### src/rtl/decode_operand_stage_if.sv
// -----------------------------------------------------------------------------
// decode_operand_stage_if
//   Bundles the decode-side inputs, register-file read port, write-back mirror,
//   pipeline control and ID/EX outputs of decode_operand_stage.
//
//   modport slave  : the decode/operand stage itself (consumes i_*, drives o_*)
//   modport master : whoever drives the stage (IF/ID, register file, WB, hazard
//                    control, or a testbench)
//
//   Parameters: NB_ADDR register address width, NB_DATA datapath width,
//               NB_CTRL opaque control bundle width, NB_CNT bubble counter width.
// -----------------------------------------------------------------------------
interface decode_operand_stage_if #(
    parameter int NB_ADDR = 5,
    parameter int NB_DATA = 32,
    parameter int NB_CTRL = 16,
    parameter int NB_CNT  = 16
);
    // Decoded instruction from IF/ID
    logic               i_if_valid;
    logic [NB_ADDR-1:0] i_rs_addr;
    logic [NB_ADDR-1:0] i_rt_addr;
    logic [NB_ADDR-1:0] i_rd_addr;
    logic               i_uses_rs;
    logic               i_uses_rt;
    logic               i_mem_read;
    logic               i_reg_write;
    logic [NB_DATA-1:0] i_imm;
    logic [NB_CTRL-1:0] i_ctrl;

    // Register-file read port
    logic [NB_ADDR-1:0] o_rf_read_addr_a;
    logic [NB_ADDR-1:0] o_rf_read_addr_b;
    logic [NB_DATA-1:0] i_rf_data_a;
    logic [NB_DATA-1:0] i_rf_data_b;

    // Mirror of the register-file write port
    logic               i_wb_write_enable;
    logic [NB_ADDR-1:0] i_wb_write_addr;
    logic [NB_DATA-1:0] i_wb_data;

    // Pipeline control
    logic               i_stall;
    logic               i_flush;
    logic               o_stall_fetch;

    // ID/EX register
    logic               o_ex_valid;
    logic [NB_DATA-1:0] o_ex_data_a;
    logic [NB_DATA-1:0] o_ex_data_b;
    logic [NB_DATA-1:0] o_ex_imm;
    logic [NB_ADDR-1:0] o_ex_rs_addr;
    logic [NB_ADDR-1:0] o_ex_rt_addr;
    logic [NB_ADDR-1:0] o_ex_rd_addr;
    logic               o_ex_mem_read;
    logic               o_ex_reg_write;
    logic [NB_CTRL-1:0] o_ex_ctrl;
    logic [NB_CNT-1:0]  o_bubble_count;

    modport slave (
        input  i_if_valid, i_rs_addr, i_rt_addr, i_rd_addr, i_uses_rs, i_uses_rt,
               i_mem_read, i_reg_write, i_imm, i_ctrl,
               i_rf_data_a, i_rf_data_b,
               i_wb_write_enable, i_wb_write_addr, i_wb_data,
               i_stall, i_flush,
        output o_rf_read_addr_a, o_rf_read_addr_b, o_stall_fetch,
               o_ex_valid, o_ex_data_a, o_ex_data_b, o_ex_imm,
               o_ex_rs_addr, o_ex_rt_addr, o_ex_rd_addr,
               o_ex_mem_read, o_ex_reg_write, o_ex_ctrl, o_bubble_count
    );

    modport master (
        output i_if_valid, i_rs_addr, i_rt_addr, i_rd_addr, i_uses_rs, i_uses_rt,
               i_mem_read, i_reg_write, i_imm, i_ctrl,
               i_rf_data_a, i_rf_data_b,
               i_wb_write_enable, i_wb_write_addr, i_wb_data,
               i_stall, i_flush,
        input  o_rf_read_addr_a, o_rf_read_addr_b, o_stall_fetch,
               o_ex_valid, o_ex_data_a, o_ex_data_b, o_ex_imm,
               o_ex_rs_addr, o_ex_rt_addr, o_ex_rd_addr,
               o_ex_mem_read, o_ex_reg_write, o_ex_ctrl, o_bubble_count
    );
endinterface

### src/rtl/decode_operand_stage.sv
// -----------------------------------------------------------------------------
// decode_operand_stage
//   Decode-to-execute boundary of the pipelined core:
//     - drives the register-file read addresses and reads operands back,
//     - bypasses a same-cycle write-back onto the operands,
//     - detects load-use hazards and inserts one bubble per hazard,
//     - holds the ID/EX pipeline register with stall, flush and valid handling.
//
//   Ports:
//     i_clock    rising-edge clock
//     i_reset_n  asynchronous active-low reset
//     bus        decode_operand_stage_if.slave (decode inputs, RF read port,
//                WB mirror, stall/flush, ID/EX outputs, bubble counter)
//
//   Optional feature macro: DECODE_ZERO_REG_EN
//     defined   -> register 0 reads as zero, is never bypassed/refreshed and
//                  never causes a load-use hazard
//     undefined -> register 0 is an ordinary register
// -----------------------------------------------------------------------------
module decode_operand_stage #(
    parameter int NB_ADDR = 5,
    parameter int NB_DATA = 32,
    parameter int NB_CTRL = 16,
    parameter int NB_CNT  = 16
) (
    input  logic                   i_clock,
    input  logic                   i_reset_n,
    decode_operand_stage_if.slave  bus
);

`ifdef DECODE_ZERO_REG_EN
    localparam bit ZERO_REG_EN = 1'b1;
`else
    localparam bit ZERO_REG_EN = 1'b0;
`endif

    typedef struct packed {
        logic               valid;
        logic [NB_DATA-1:0] data_a;
        logic [NB_DATA-1:0] data_b;
        logic [NB_DATA-1:0] imm;
        logic [NB_ADDR-1:0] rs_addr;
        logic [NB_ADDR-1:0] rt_addr;
        logic [NB_ADDR-1:0] rd_addr;
        logic               mem_read;
        logic               reg_write;
        logic [NB_CTRL-1:0] ctrl;
    } ex_t;

    ex_t               ex_q, ex_d;
    logic [NB_CNT-1:0] bubble_cnt_q, bubble_cnt_d;

    // True when addr is the hard-wired zero register (only with the feature on).
    function automatic logic is_zero_reg(input logic [NB_ADDR-1:0] addr);
        return ZERO_REG_EN && (addr == '0);
    endfunction

    // A write-back that may be forwarded: enabled and not aimed at register 0
    // when that register is hard-wired.
    logic wb_usable;
    assign wb_usable = bus.i_wb_write_enable && !is_zero_reg(bus.i_wb_write_addr);

    // ---------------------------------------------------------------- operands
    assign bus.o_rf_read_addr_a = bus.i_rs_addr;
    assign bus.o_rf_read_addr_b = bus.i_rt_addr;

    logic [NB_DATA-1:0] op_a, op_b;

    always_comb begin
        if (is_zero_reg(bus.i_rs_addr))
            op_a = '0;
        else if (wb_usable && bus.i_wb_write_addr == bus.i_rs_addr)
            op_a = bus.i_wb_data;
        else
            op_a = bus.i_rf_data_a;

        if (is_zero_reg(bus.i_rt_addr))
            op_b = '0;
        else if (wb_usable && bus.i_wb_write_addr == bus.i_rt_addr)
            op_b = bus.i_wb_data;
        else
            op_b = bus.i_rf_data_b;
    end

    // ---------------------------------------------------------------- hazard
    // A load sitting in EX whose result the decoded instruction needs now.
    // Built only from registered state, so reset clears it without a clock.
    logic load_in_ex, rd_needed, haz;

    assign load_in_ex = ex_q.valid && ex_q.mem_read && ex_q.reg_write
                        && !is_zero_reg(ex_q.rd_addr);
    assign rd_needed  = (bus.i_uses_rs && bus.i_rs_addr == ex_q.rd_addr)
                     || (bus.i_uses_rt && bus.i_rt_addr == ex_q.rd_addr);
    assign haz        = bus.i_if_valid && load_in_ex && rd_needed;

    assign bus.o_stall_fetch = haz && !bus.i_flush;

    // ---------------------------------------------------------------- next state
    // NOTE: every target gets a default first (hold), so no path leaves a
    // variable unassigned and no latch is inferred.
    always_comb begin
        ex_d         = ex_q;
        bubble_cnt_d = bubble_cnt_q;

        if (bus.i_flush) begin
            ex_d.valid     = 1'b0;
            ex_d.mem_read  = 1'b0;
            ex_d.reg_write = 1'b0;
            ex_d.ctrl      = '0;
        end else if (bus.i_stall) begin
            // Held operands must not go stale while a WB lands on their source.
            if (wb_usable && bus.i_wb_write_addr == ex_q.rs_addr)
                ex_d.data_a = bus.i_wb_data;
            if (wb_usable && bus.i_wb_write_addr == ex_q.rt_addr)
                ex_d.data_b = bus.i_wb_data;
        end else if (haz) begin
            ex_d.valid     = 1'b0;
            ex_d.mem_read  = 1'b0;
            ex_d.reg_write = 1'b0;
            ex_d.ctrl      = '0;
            if (bubble_cnt_q != '1)
                bubble_cnt_d = bubble_cnt_q + NB_CNT'(1);
        end else begin
            ex_d.valid     = bus.i_if_valid;
            ex_d.data_a    = op_a;
            ex_d.data_b    = op_b;
            ex_d.imm       = bus.i_imm;
            ex_d.rs_addr   = bus.i_rs_addr;
            ex_d.rt_addr   = bus.i_rt_addr;
            ex_d.rd_addr   = bus.i_rd_addr;
            ex_d.mem_read  = bus.i_if_valid && bus.i_mem_read;
            ex_d.reg_write = bus.i_if_valid && bus.i_reg_write;
            ex_d.ctrl      = bus.i_if_valid ? bus.i_ctrl : '0;
        end
    end

    // NOTE: state registers use non-blocking assignments so every flop samples
    // the pre-edge values regardless of block evaluation order.
    always_ff @(posedge i_clock or negedge i_reset_n) begin
        if (!i_reset_n) begin
            ex_q         <= '0;
            bubble_cnt_q <= '0;
        end else begin
            ex_q         <= ex_d;
            bubble_cnt_q <= bubble_cnt_d;
        end
    end

    // ---------------------------------------------------------------- outputs
    assign bus.o_ex_valid     = ex_q.valid;
    assign bus.o_ex_data_a    = ex_q.data_a;
    assign bus.o_ex_data_b    = ex_q.data_b;
    assign bus.o_ex_imm       = ex_q.imm;
    assign bus.o_ex_rs_addr   = ex_q.rs_addr;
    assign bus.o_ex_rt_addr   = ex_q.rt_addr;
    assign bus.o_ex_rd_addr   = ex_q.rd_addr;
    assign bus.o_ex_mem_read  = ex_q.mem_read;
    assign bus.o_ex_reg_write = ex_q.reg_write;
    assign bus.o_ex_ctrl      = ex_q.ctrl;
    assign bus.o_bubble_count = bubble_cnt_q;

endmodule

### src/flat_wrapper.sv
// flat-port wrapper written by rule: the top's interface ports become plain ports
module decode_operand_stage_flat 
#(
    parameter int NB_ADDR = 5,
    parameter int NB_DATA = 32,
    parameter int NB_CTRL = 16,
    parameter int NB_CNT  = 16
)
  (i_clock, i_reset_n, bus_i_if_valid, bus_i_rs_addr, bus_i_rt_addr, bus_i_rd_addr, bus_i_uses_rs, bus_i_uses_rt, bus_i_mem_read, bus_i_reg_write, bus_i_imm, bus_i_ctrl, bus_i_rf_data_a, bus_i_rf_data_b, bus_i_wb_write_enable, bus_i_wb_write_addr, bus_i_wb_data, bus_i_stall, bus_i_flush, bus_o_rf_read_addr_a, bus_o_rf_read_addr_b, bus_o_stall_fetch, bus_o_ex_valid, bus_o_ex_data_a, bus_o_ex_data_b, bus_o_ex_imm, bus_o_ex_rs_addr, bus_o_ex_rt_addr, bus_o_ex_rd_addr, bus_o_ex_mem_read, bus_o_ex_reg_write, bus_o_ex_ctrl, bus_o_bubble_count);
  decode_operand_stage_if #(.NB_ADDR(NB_ADDR), .NB_DATA(NB_DATA), .NB_CTRL(NB_CTRL), .NB_CNT(NB_CNT)) bus_i ();
  input  logic i_clock;
  input  logic i_reset_n;
  input wire logic [$bits(bus_i.i_if_valid)-1:0] bus_i_if_valid;
  input wire logic [$bits(bus_i.i_rs_addr)-1:0] bus_i_rs_addr;
  input wire logic [$bits(bus_i.i_rt_addr)-1:0] bus_i_rt_addr;
  input wire logic [$bits(bus_i.i_rd_addr)-1:0] bus_i_rd_addr;
  input wire logic [$bits(bus_i.i_uses_rs)-1:0] bus_i_uses_rs;
  input wire logic [$bits(bus_i.i_uses_rt)-1:0] bus_i_uses_rt;
  input wire logic [$bits(bus_i.i_mem_read)-1:0] bus_i_mem_read;
  input wire logic [$bits(bus_i.i_reg_write)-1:0] bus_i_reg_write;
  input wire logic [$bits(bus_i.i_imm)-1:0] bus_i_imm;
  input wire logic [$bits(bus_i.i_ctrl)-1:0] bus_i_ctrl;
  input wire logic [$bits(bus_i.i_rf_data_a)-1:0] bus_i_rf_data_a;
  input wire logic [$bits(bus_i.i_rf_data_b)-1:0] bus_i_rf_data_b;
  input wire logic [$bits(bus_i.i_wb_write_enable)-1:0] bus_i_wb_write_enable;
  input wire logic [$bits(bus_i.i_wb_write_addr)-1:0] bus_i_wb_write_addr;
  input wire logic [$bits(bus_i.i_wb_data)-1:0] bus_i_wb_data;
  input wire logic [$bits(bus_i.i_stall)-1:0] bus_i_stall;
  input wire logic [$bits(bus_i.i_flush)-1:0] bus_i_flush;
  output wire logic [$bits(bus_i.o_rf_read_addr_a)-1:0] bus_o_rf_read_addr_a;
  output wire logic [$bits(bus_i.o_rf_read_addr_b)-1:0] bus_o_rf_read_addr_b;
  output wire logic [$bits(bus_i.o_stall_fetch)-1:0] bus_o_stall_fetch;
  output wire logic [$bits(bus_i.o_ex_valid)-1:0] bus_o_ex_valid;
  output wire logic [$bits(bus_i.o_ex_data_a)-1:0] bus_o_ex_data_a;
  output wire logic [$bits(bus_i.o_ex_data_b)-1:0] bus_o_ex_data_b;
  output wire logic [$bits(bus_i.o_ex_imm)-1:0] bus_o_ex_imm;
  output wire logic [$bits(bus_i.o_ex_rs_addr)-1:0] bus_o_ex_rs_addr;
  output wire logic [$bits(bus_i.o_ex_rt_addr)-1:0] bus_o_ex_rt_addr;
  output wire logic [$bits(bus_i.o_ex_rd_addr)-1:0] bus_o_ex_rd_addr;
  output wire logic [$bits(bus_i.o_ex_mem_read)-1:0] bus_o_ex_mem_read;
  output wire logic [$bits(bus_i.o_ex_reg_write)-1:0] bus_o_ex_reg_write;
  output wire logic [$bits(bus_i.o_ex_ctrl)-1:0] bus_o_ex_ctrl;
  output wire logic [$bits(bus_i.o_bubble_count)-1:0] bus_o_bubble_count;
  assign bus_i.i_if_valid = bus_i_if_valid;
  assign bus_i.i_rs_addr = bus_i_rs_addr;
  assign bus_i.i_rt_addr = bus_i_rt_addr;
  assign bus_i.i_rd_addr = bus_i_rd_addr;
  assign bus_i.i_uses_rs = bus_i_uses_rs;
  assign bus_i.i_uses_rt = bus_i_uses_rt;
  assign bus_i.i_mem_read = bus_i_mem_read;
  assign bus_i.i_reg_write = bus_i_reg_write;
  assign bus_i.i_imm = bus_i_imm;
  assign bus_i.i_ctrl = bus_i_ctrl;
  assign bus_i.i_rf_data_a = bus_i_rf_data_a;
  assign bus_i.i_rf_data_b = bus_i_rf_data_b;
  assign bus_i.i_wb_write_enable = bus_i_wb_write_enable;
  assign bus_i.i_wb_write_addr = bus_i_wb_write_addr;
  assign bus_i.i_wb_data = bus_i_wb_data;
  assign bus_i.i_stall = bus_i_stall;
  assign bus_i.i_flush = bus_i_flush;
  assign bus_o_rf_read_addr_a = bus_i.o_rf_read_addr_a;
  assign bus_o_rf_read_addr_b = bus_i.o_rf_read_addr_b;
  assign bus_o_stall_fetch = bus_i.o_stall_fetch;
  assign bus_o_ex_valid = bus_i.o_ex_valid;
  assign bus_o_ex_data_a = bus_i.o_ex_data_a;
  assign bus_o_ex_data_b = bus_i.o_ex_data_b;
  assign bus_o_ex_imm = bus_i.o_ex_imm;
  assign bus_o_ex_rs_addr = bus_i.o_ex_rs_addr;
  assign bus_o_ex_rt_addr = bus_i.o_ex_rt_addr;
  assign bus_o_ex_rd_addr = bus_i.o_ex_rd_addr;
  assign bus_o_ex_mem_read = bus_i.o_ex_mem_read;
  assign bus_o_ex_reg_write = bus_i.o_ex_reg_write;
  assign bus_o_ex_ctrl = bus_i.o_ex_ctrl;
  assign bus_o_bubble_count = bus_i.o_bubble_count;
  decode_operand_stage #(.NB_ADDR(NB_ADDR), .NB_DATA(NB_DATA), .NB_CTRL(NB_CTRL), .NB_CNT(NB_CNT)) u_core (.i_clock(i_clock), .i_reset_n(i_reset_n), .bus(bus_i));
endmodule
### config.mk
export PLATFORM = sky130hd
export DESIGN_NAME = decode_operand_stage_flat
export DESIGN_NICKNAME = d
export VERILOG_FILES = /design/src/rtl/decode_operand_stage_if.sv /design/src/rtl/decode_operand_stage.sv /design/src/flat_wrapper.sv
export SDC_FILE = /design/constraint.sdc
export NUM_CORES = 1
export LEC_CHECK = 0
export BUFFER_PORTS_ARGS = -buffer_cell sky130_fd_sc_hd__buf_2
export CORE_AREA = 3 3 162 148
export CTS_BUF_LIST = sky130_fd_sc_hd__clkbuf_4
export DETAILED_ROUTE_END_ITERATION = 7
export DIE_AREA = 0 0 165 151
export HOLD_SLACK_MARGIN = 0.12
export PLACE_DENSITY = 0.54
export SYNTH_ARGS = -nofsm -noshare
export SYNTH_HDL_FRONTEND = slang
export SYNTH_SLANG_ARGS = --single-unit
### constraint.sdc
create_clock -name i_clock -period 6.5 [get_ports i_clock]
set_clock_uncertainty 0.15 [all_clocks]
set_input_delay 0.65 -clock i_clock [delete_from_list [all_inputs] [get_ports i_clock]]
set_output_delay 0.65 -clock i_clock [all_outputs]
set_load 0.05 [all_outputs]
==> run metrics, run 1 <==
vias per cell 4.84; post-detailed-route count of antenna-violating nets 0; first-pass GRT wire length 33200 um; drt first pass iters 5; worst-path fanout max 7; dpl hpwl 16300 um; commonest non-fill, non-tap cell in the layout buf_2; DIE HEIGHT 151 um; GRT Total Usage 0.175; H-tree levels 4; sw frac 0.430; initial antenna violation count 3; share of layout cells above drive strength 1 0.534; synthesized area 6720 sq um; Via Count 5583; Final Max Slew Viols 0; CTS Buf Count 17; Most common cell on crit path nor2_1; Clk pin slew, worst setup/hold paths 0.16 ns; fmax 299 MHz; Gate Count Post-Synth 491; Die ar. 24900 sq um; flops & latches, synth 146; P per Cell Area 277 nW/um^2; final hold vios 0; worst slew pin tran 1.02 ns; GR Overflow Total 0; P_sw 0.00110 W; Final Wtd Congestion 0.748; postcts setup bufs 0; xor/xnor share of the synthesized area 0.0587; Required @ worst endpoint 5.70 ns; Initial Utilization 0.299; minimum clock period 3.35 ns; RSZ-0062 raised after global routing no; compound-cell area share of the yosys netlist 0.129; Setup Viol. Count Final 0; core area 22400 sq um; setup TNS 0 ns; Syn Area/Cell 13.7 sq um; row cnt 52; WL/cell 19.4 um; worst min path class in2reg; CTS Buffer Depth 2; register area share after synthesis 0.544; crit path capture type output port; Clk network pwr share 0.210; crit-path cells nand4_1 -> nor4_4 -> nor2_1 -> nor2_1 -> buf_2; Ys Warns 0; startpoint types flip-flop; Synth Area in Simple Gates 0.0434; Crit path arrival time 2.55 ns; final WL 22400 um; outcome complete, no violations; Reg power frac 0.427; Detailed Route Iter0 Violations 191; Worst path slowest cell nor4_4; commonest non-fill, non-tap cells in the layout buf_2 (329), dfrtp_1 (146), mux2_2 (79), a32o_1 (64), dlygate4sd3_1 (37); max_cap viols 0; Cell Int Power 0.00146 W; CTS tree done; part of the cycle the worst path needs 0.515; Root Buffer Master clkbuf_4; final net count 1017; largest net degree at the start of global routing 76; delay-heaviest family, CP simple AND/OR/NAND/NOR gates; Leak 4.50 nW; total power draw 0.00257 W; Clock Latency Late Sink 0.54 ns; Gate power share 0.363; Peak VDD IR 0.142 mV; area delta synth->final 37.9%; largest family of logic cells by synthesized area multiplexers; Mapped Nets 666; CTS Sinks 146; IO Port Bufs 330; post-synthesis mux area share 0.188; DRC viols 0; synthesized-area fraction occupied by adder cells 0.00186; WP buf/inv 1; Worst Path Class, Setup reg2out; Max stage delay on crit path 0.74 ns; vias in the first global route 5775; Ports 331; Die X 165 um; Slew HR 0.317; Synth cell types 29
[final timing paths]
check / depth (start not counted) / to / start / slack (ns)
min in group asynchronous: 2 / u_core.bus.o_ex_data_a[11]$_DFFE_PN0P_ / i_reset_n / 0.54
worst min register to register: 1 / u_core.bus.o_ex_data_b[29]$_DFFE_PN0P_ / u_core.bus.o_ex_data_b[29]$_DFFE_PN0P_ / 0.34
worst max register to register: 6 / u_core.bus.o_ex_data_b[16]$_DFFE_PN0P_ / u_core.bus.o_ex_mem_read$_DFFE_PN0P_ / 3.54
worst max-delay path: 5 / bus_o_stall_fetch / u_core.bus.o_ex_mem_read$_DFFE_PN0P_ / 3.15
max in group asynchronous: 3 / u_core.bus.o_ex_data_a[29]$_DFFE_PN0P_ / i_reset_n / 4.17
worst min-delay path: 2 / u_core.bus.o_ex_imm[13]$_DFFE_PN0P_ / bus_i_imm[13] / 0.20
[metrics by stage]
| step | area [sq um] | util | cells | worst slack (ns) | hold slack, ns |
|---|---|---|---|---|---|
| 6_report | 9260 | 0.413 | 1153 | 3.15 | 0.200 |
| 3_3_place_gp | 8630 | 0.385 | 1083 | 3.17 | 0.313 |
| 2_1_floorplan | 6720 | - | 491 | 3.51 | 0.204 |
| 5_1_grt | 9260 | 0.413 | 1153 | 2.93 | 0.119 |
| 3_5_place_dp | 8630 | 0.385 | 1083 | 3.17 | 0.319 |
| 4_1_cts | 9190 | 0.409 | 1144 | 3.01 | 0.120 |
[worst reg2reg max path, delay by kind of cell (launching register included)]
| kind | cells | cell delay, ns |
|---|---|---|
| muxes | 1 | 0.29 |
| and+or+nand+nor | 3 | 1.28 |
| DFF | 1 | 0.43 |
| AOI/OAI and AO/OA | 1 | 0.33 |
| buffers and inverters | 1 | 0.35 |
[power groups by stage]
stage               sequential (W)  clock [W]  combinational, W
finish                     0.00110   0.000540          0.000930
CTS                        0.00110   0.000580          0.000937
floorplan                  0.00154          0          0.000209
detailed placement         0.00111          0          0.000923
global route               0.00111   0.000615          0.000977
global placement           0.00111          0          0.000919
[flip-flops by register name (all words and copies together), names as in the netlist, 5 cells and up]
| name | count |
|---|---|
| u_core.bus.o_bubble_count | 16 |
| u_core.bus.o_ex_data_a | 32 |
| u_core.bus.o_ex_data_b | 32 |
| u_core.bus.o_ex_ctrl | 16 |
| u_core.bus.o_ex_rs_addr | 5 |
| u_core.bus.o_ex_rt_addr | 5 |
| u_core.bus.o_ex_imm | 32 |
| u_core.bus.o_ex_rd_addr | 5 |
[cells by family (layout without fill, tap and decap cells)]
group | count (synthesis) | after routing
xor+xnor | 45 | 45
mux | 112 | 112
simple gates | 49 | 49
fa+ha+maj | 1 | 1
compound gates | 89 | 89
buf+inv | 49 | 412
flops | 146 | 146
other cells | 0 | 2
[Yosys cell counts]
cell       count  area, sq um
a21o_1         1         7.51
a22o_1        18          158
a32o_1        64          641
a41o_1         2         20.0
and2_1         1         6.26
and4_1         2         17.5
buf_1          1         3.75
buf_2         14         70.1
buf_4         10         75.1
clkbuf_1      19         71.3
dfrtp_1      146         3650
ha_1           1         12.5
inv_1          5         18.8
mux2_1        33          372
mux2_2        79          890
nand2_1        4         15.0
nand3_1        8         40.0
nand4_1        7         43.8
nor2_1        14         52.6
nor3_1         4         20.0
nor3_2         1         10.0
nor4_1         5         31.3
nor4_2         1         12.5
nor4_4         2         42.5
o2111ai_1      2         17.5
o31ai_1        1         7.51
o31ai_2        1         12.5
xnor2_1       13          114
xor2_1        32          280
[repair_timing]
action                                 in CTS  in global routing
endpoints found under the hold margin     100                  7
gates resized for setup                     0                  0
hold buffers                               30                  7
[final cells by class]
cell class | count | area, sq um
Antenna cell | 2 | 5.00
Clock buffer | 17 | 128
Clock inverter | 14 | 128
Fill cell | 2197 | 13200
Inverter | 5 | 18.8
Multi-Input combinational cell | 296 | 2860
Sequential cell | 146 | 3650
Tap cell | 297 | 372
Timing Repair Buffer | 376 | 2100
[routing by layer]
metal / GRT usage / up-vias / share of wire
li1: - / 2574 / -
met1: 0.208 / 2720 / 0.40
met2: 0.304 / 261 / 0.50
met3: 0.0541 / 24 / 0.086
met4: 0.0528 / 4 / 0.016
met5: 0 / - / 0.00094
Note: power is estimated with default switching activity, not from simulation.
==> run 2: changes to the inputs <==
--- a/config.mk
+++ b/config.mk
@@ -11,7 +11,7 @@
 export DETAILED_ROUTE_END_ITERATION = 7
 export DIE_AREA = 0 0 165 151
 export HOLD_SLACK_MARGIN = 0.12
-export PLACE_DENSITY = 0.54
+export PLACE_DENSITY = 0.56
 export SYNTH_ARGS = -nofsm -noshare
 export SYNTH_HDL_FRONTEND = slang
 export SYNTH_SLANG_ARGS = --single-unit
==> constraint.sdc (replaced) <==
create_clock -name i_clock -period 2.7 [get_ports i_clock]
set_clock_uncertainty 0.15 [all_clocks]
set_input_delay 0.27 -clock i_clock [delete_from_list [all_inputs] [get_ports i_clock]]
set_output_delay 0.27 -clock i_clock [all_outputs]
set_load 0.05 [all_outputs]
==> run 2 against run 1 <==
  * Count of clock-buffer cells in the layout stayed put
  * Power grew to 2.6 times the previous value
  * Combinational power grew to 2.6 times the previous value
  * First-iteration DRC count is 99% higher
  * Largest power group unchanged
  * Register-to-register slack worse by 3.4 ns
  * Sequential share of layout area is 5.8 points lower
  * Hold slack better by 0.10 ns
  * Die area stayed put
  * Clock power grew to 2.8 times the previous value
  * Utilization is 7.2 points higher
==> run metrics, run 2 (synthesis results as in run 1) <==
Slew HR 0.446 (was 0.317); Final Wtd Congestion 0.721 (was 0.748); Worst R2R Start u_core.bus.o_ex_rd_addr[2]$_DFFE_PN0P_ (was u_core.bus.o_ex_mem_read$_DFFE_PN0P_); Final Max Slew Viols 0 (unchanged); WL/cell 18.8 um (was 19.4 um); worst-path fanout max 21 (was 7); Die X 165 um (unchanged); first-pass GRT wire length 36100 um (was 33200 um); Worst Path Class, Setup reg2reg (was reg2out); Initial Utilization 0.299 (unchanged); P_sw 0.00270 W (was 0.00110 W); GRT Total Usage 0.189 (was 0.175); Cell Int Power 0.00386 W (was 0.00146 W); Gate power share 0.370 (was 0.363); Peak VDD IR 0.394 mV (was 0.142 mV); final WL 24500 um (was 22400 um); GR Overflow Total 0 (unchanged); DIE HEIGHT 151 um (unchanged); final net count 1165 (was 1017); RSZ-0062 raised after global routing yes (was no); H-tree levels 4 (unchanged); Leak 5.21 nW (was 4.50 nW); CTS tree done (unchanged); worst min path class in2reg (unchanged); Hold Path Origin bus_i_ctrl[14] (was bus_i_imm[13]); minimum clock period 2.59 ns; IO Port Bufs 330 (unchanged); setup TNS 0 ns (unchanged); Die ar. 24900 sq um (unchanged); Ports 331 (unchanged); area delta synth->final 62.0% (was 37.9%); post-detailed-route count of antenna-violating nets 0 (unchanged); part of the cycle the worst path needs 0.960; drt first pass iters 5 (unchanged); commonest non-fill, non-tap cells in the layout buf_2 (328), dlygate4sd3_1 (165), dfrtp_1 (144), mux2_2 (79), a32o_1 (64) (was buf_2 (329), dfrtp_1 (146), mux2_2 (79), a32o_1 (64), dlygate4sd3_1 (37)); non-filler cells in the finished layout 1301 (was 1153); Via Count 6225 (was 5583); Required @ worst endpoint 3.05 ns (was 5.70 ns); Crit path arrival time 2.94 ns (was 2.55 ns); Clock Latency Late Sink 0.55 ns (was 0.54 ns); initial antenna violation count 2 (was 3); Clk pin slew, worst setup/hold paths 0.16 ns (about the same); final hold vios 0 (unchanged); outcome complete, no violations (unchanged); fmax 386 MHz; core area 22400 sq um (unchanged); DRC viols 0 (unchanged); vias per cell 4.78 (was 4.84); Reg power frac 0.402 (was 0.427); CTS Buffer Depth 2 (unchanged); dpl hpwl 16200 um (was 16300 um); largest net degree at the start of global routing 54 (was 76); row cnt 52 (unchanged); worst slew pin tran 0.826 ns (was 1.02 ns); vias in the first global route 6607 (was 5775); sw frac 0.412 (was 0.430); P per Cell Area 604 nW/um^2 (was 277 nW/um^2); Clk network pwr share 0.228 (was 0.210); CTS Buf Count 17 (unchanged); share of layout cells above drive strength 1 0.478 (was 0.534); CTS Sinks 146 (unchanged); Root Buffer Master clkbuf_4 (unchanged); dpl cells 1093 (was 1083); startpoint types flip-flop (unchanged); crit path capture type flip-flop (was output port); max_cap viols 0 (unchanged); Detailed Route Iter0 Violations 381 (was 191); Worst Setup SP u_core.bus.o_ex_rd_addr[2]$_DFFE_PN0P_ (was u_core.bus.o_ex_mem_read$_DFFE_PN0P_); Setup Viol. Count Final 0 (unchanged); commonest non-fill, non-tap cell in the layout buf_2 (unchanged)
==> run 2: cell count changes in the layout (fill, tap and decap cells not counted), sizes merged <==
cell,delta
clkinv,-1
dlygate4sd3,+128
buf,+19
diode,-1
bufinv,+2
nor3,+1
inv,+1
clkinvlp,-1
==> run 2: final timing paths <==
path / endpoint / slack, ns / depth (start not counted)
max in group asynchronous: u_core.bus.o_ex_rd_addr[2]$_DFFE_PN0P_ / 1.40 / 4
worst max-delay path: u_core.bus.o_ex_data_b[19]$_DFFE_PN0P_ / 0.11 / 8
worst min register to register: u_core.bus.o_ex_data_b[28]$_DFFE_PN0P_ / 0.34 / 1
worst max register to register: u_core.bus.o_ex_data_b[19]$_DFFE_PN0P_ / 0.11 / 8
min in group asynchronous: u_core.bus.o_ex_rt_addr[1]$_DFFE_PN0P_ / 0.69 / 4
worst min-delay path: u_core.bus.o_ex_ctrl[14]$_DFFE_PN0P_ / 0.30 / 3
==> run 2: timing repair <==
item                                    CTS  global route
gates resized for setup                   8             1
endpoints found under the setup margin    1            73
pin swaps                                 7             4
gates cloned                              0             1
hold endpoints to repair                277             0
setup buffers                             4             4
hold buffers                            166             0
==> run 2: power groups by stage <==
stage	clock network (W)	logic, W	registers (W)
floorplan	0	0.000503	0.00371
global placement	0	0.00223	0.00267
detailed placement	0	0.00224	0.00268
CTS	0.00157	0.00244	0.00264
global route	0.00165	0.00255	0.00268
finish	0.00150	0.00243	0.00264
==> run 2: per-stage QoR <==
step / setup WS, ns / hold WS, ns / total power (W) / utilization / area (sq um)
after global placement: 0.147 / 0.112 / 0.00490 / 0.392 / 8790
final: 0.107 / 0.303 / 0.00657 / 0.485 / 10900
after CTS: -0.0230 / 0.220 / 0.00665 / 0.482 / 10800
after floorplan: 0.0781 / -0.176 / 0.00421 / - / 6720
after detailed placement: 0.119 / 0.112 / 0.00492 / 0.392 / 8790
after global routing: -0.0144 / 0.237 / 0.00688 / 0.485 / 10900
==> run 2: area by class of cell <==
type | count | area [sq um]
tap | 297 | 372
multi-input combinational | 297 | 2880
clock buffer | 17 | 128
inverter | 5 | 18.8
timing repair buffer | 523 | 3640
clock inverter | 15 | 174
fill | 2009 | 11600
antenna | 1 | 2.50
sequential | 146 | 3660
==> run 2: critical path, stage by stage, from the launching register on <==
cell     delay, ns
dfrtp_2       0.48
xor2_1        0.30
nor4_4        0.10
buf_6         0.13
buf_4         0.16
o31ai_4       0.68
buf_12        0.25
a32o_1        0.15
mux2_1        0.13
==> run 2: per-layer routing <==
metal  vias to the layer above  global-route usage  part of all wire
met2                       294               0.327              0.50
li1                       2869                   -                 -
met4                         2              0.0725             0.031
met3                        48              0.0555             0.074
met1                      3012               0.220              0.40
met5                         -                   0           0.00053
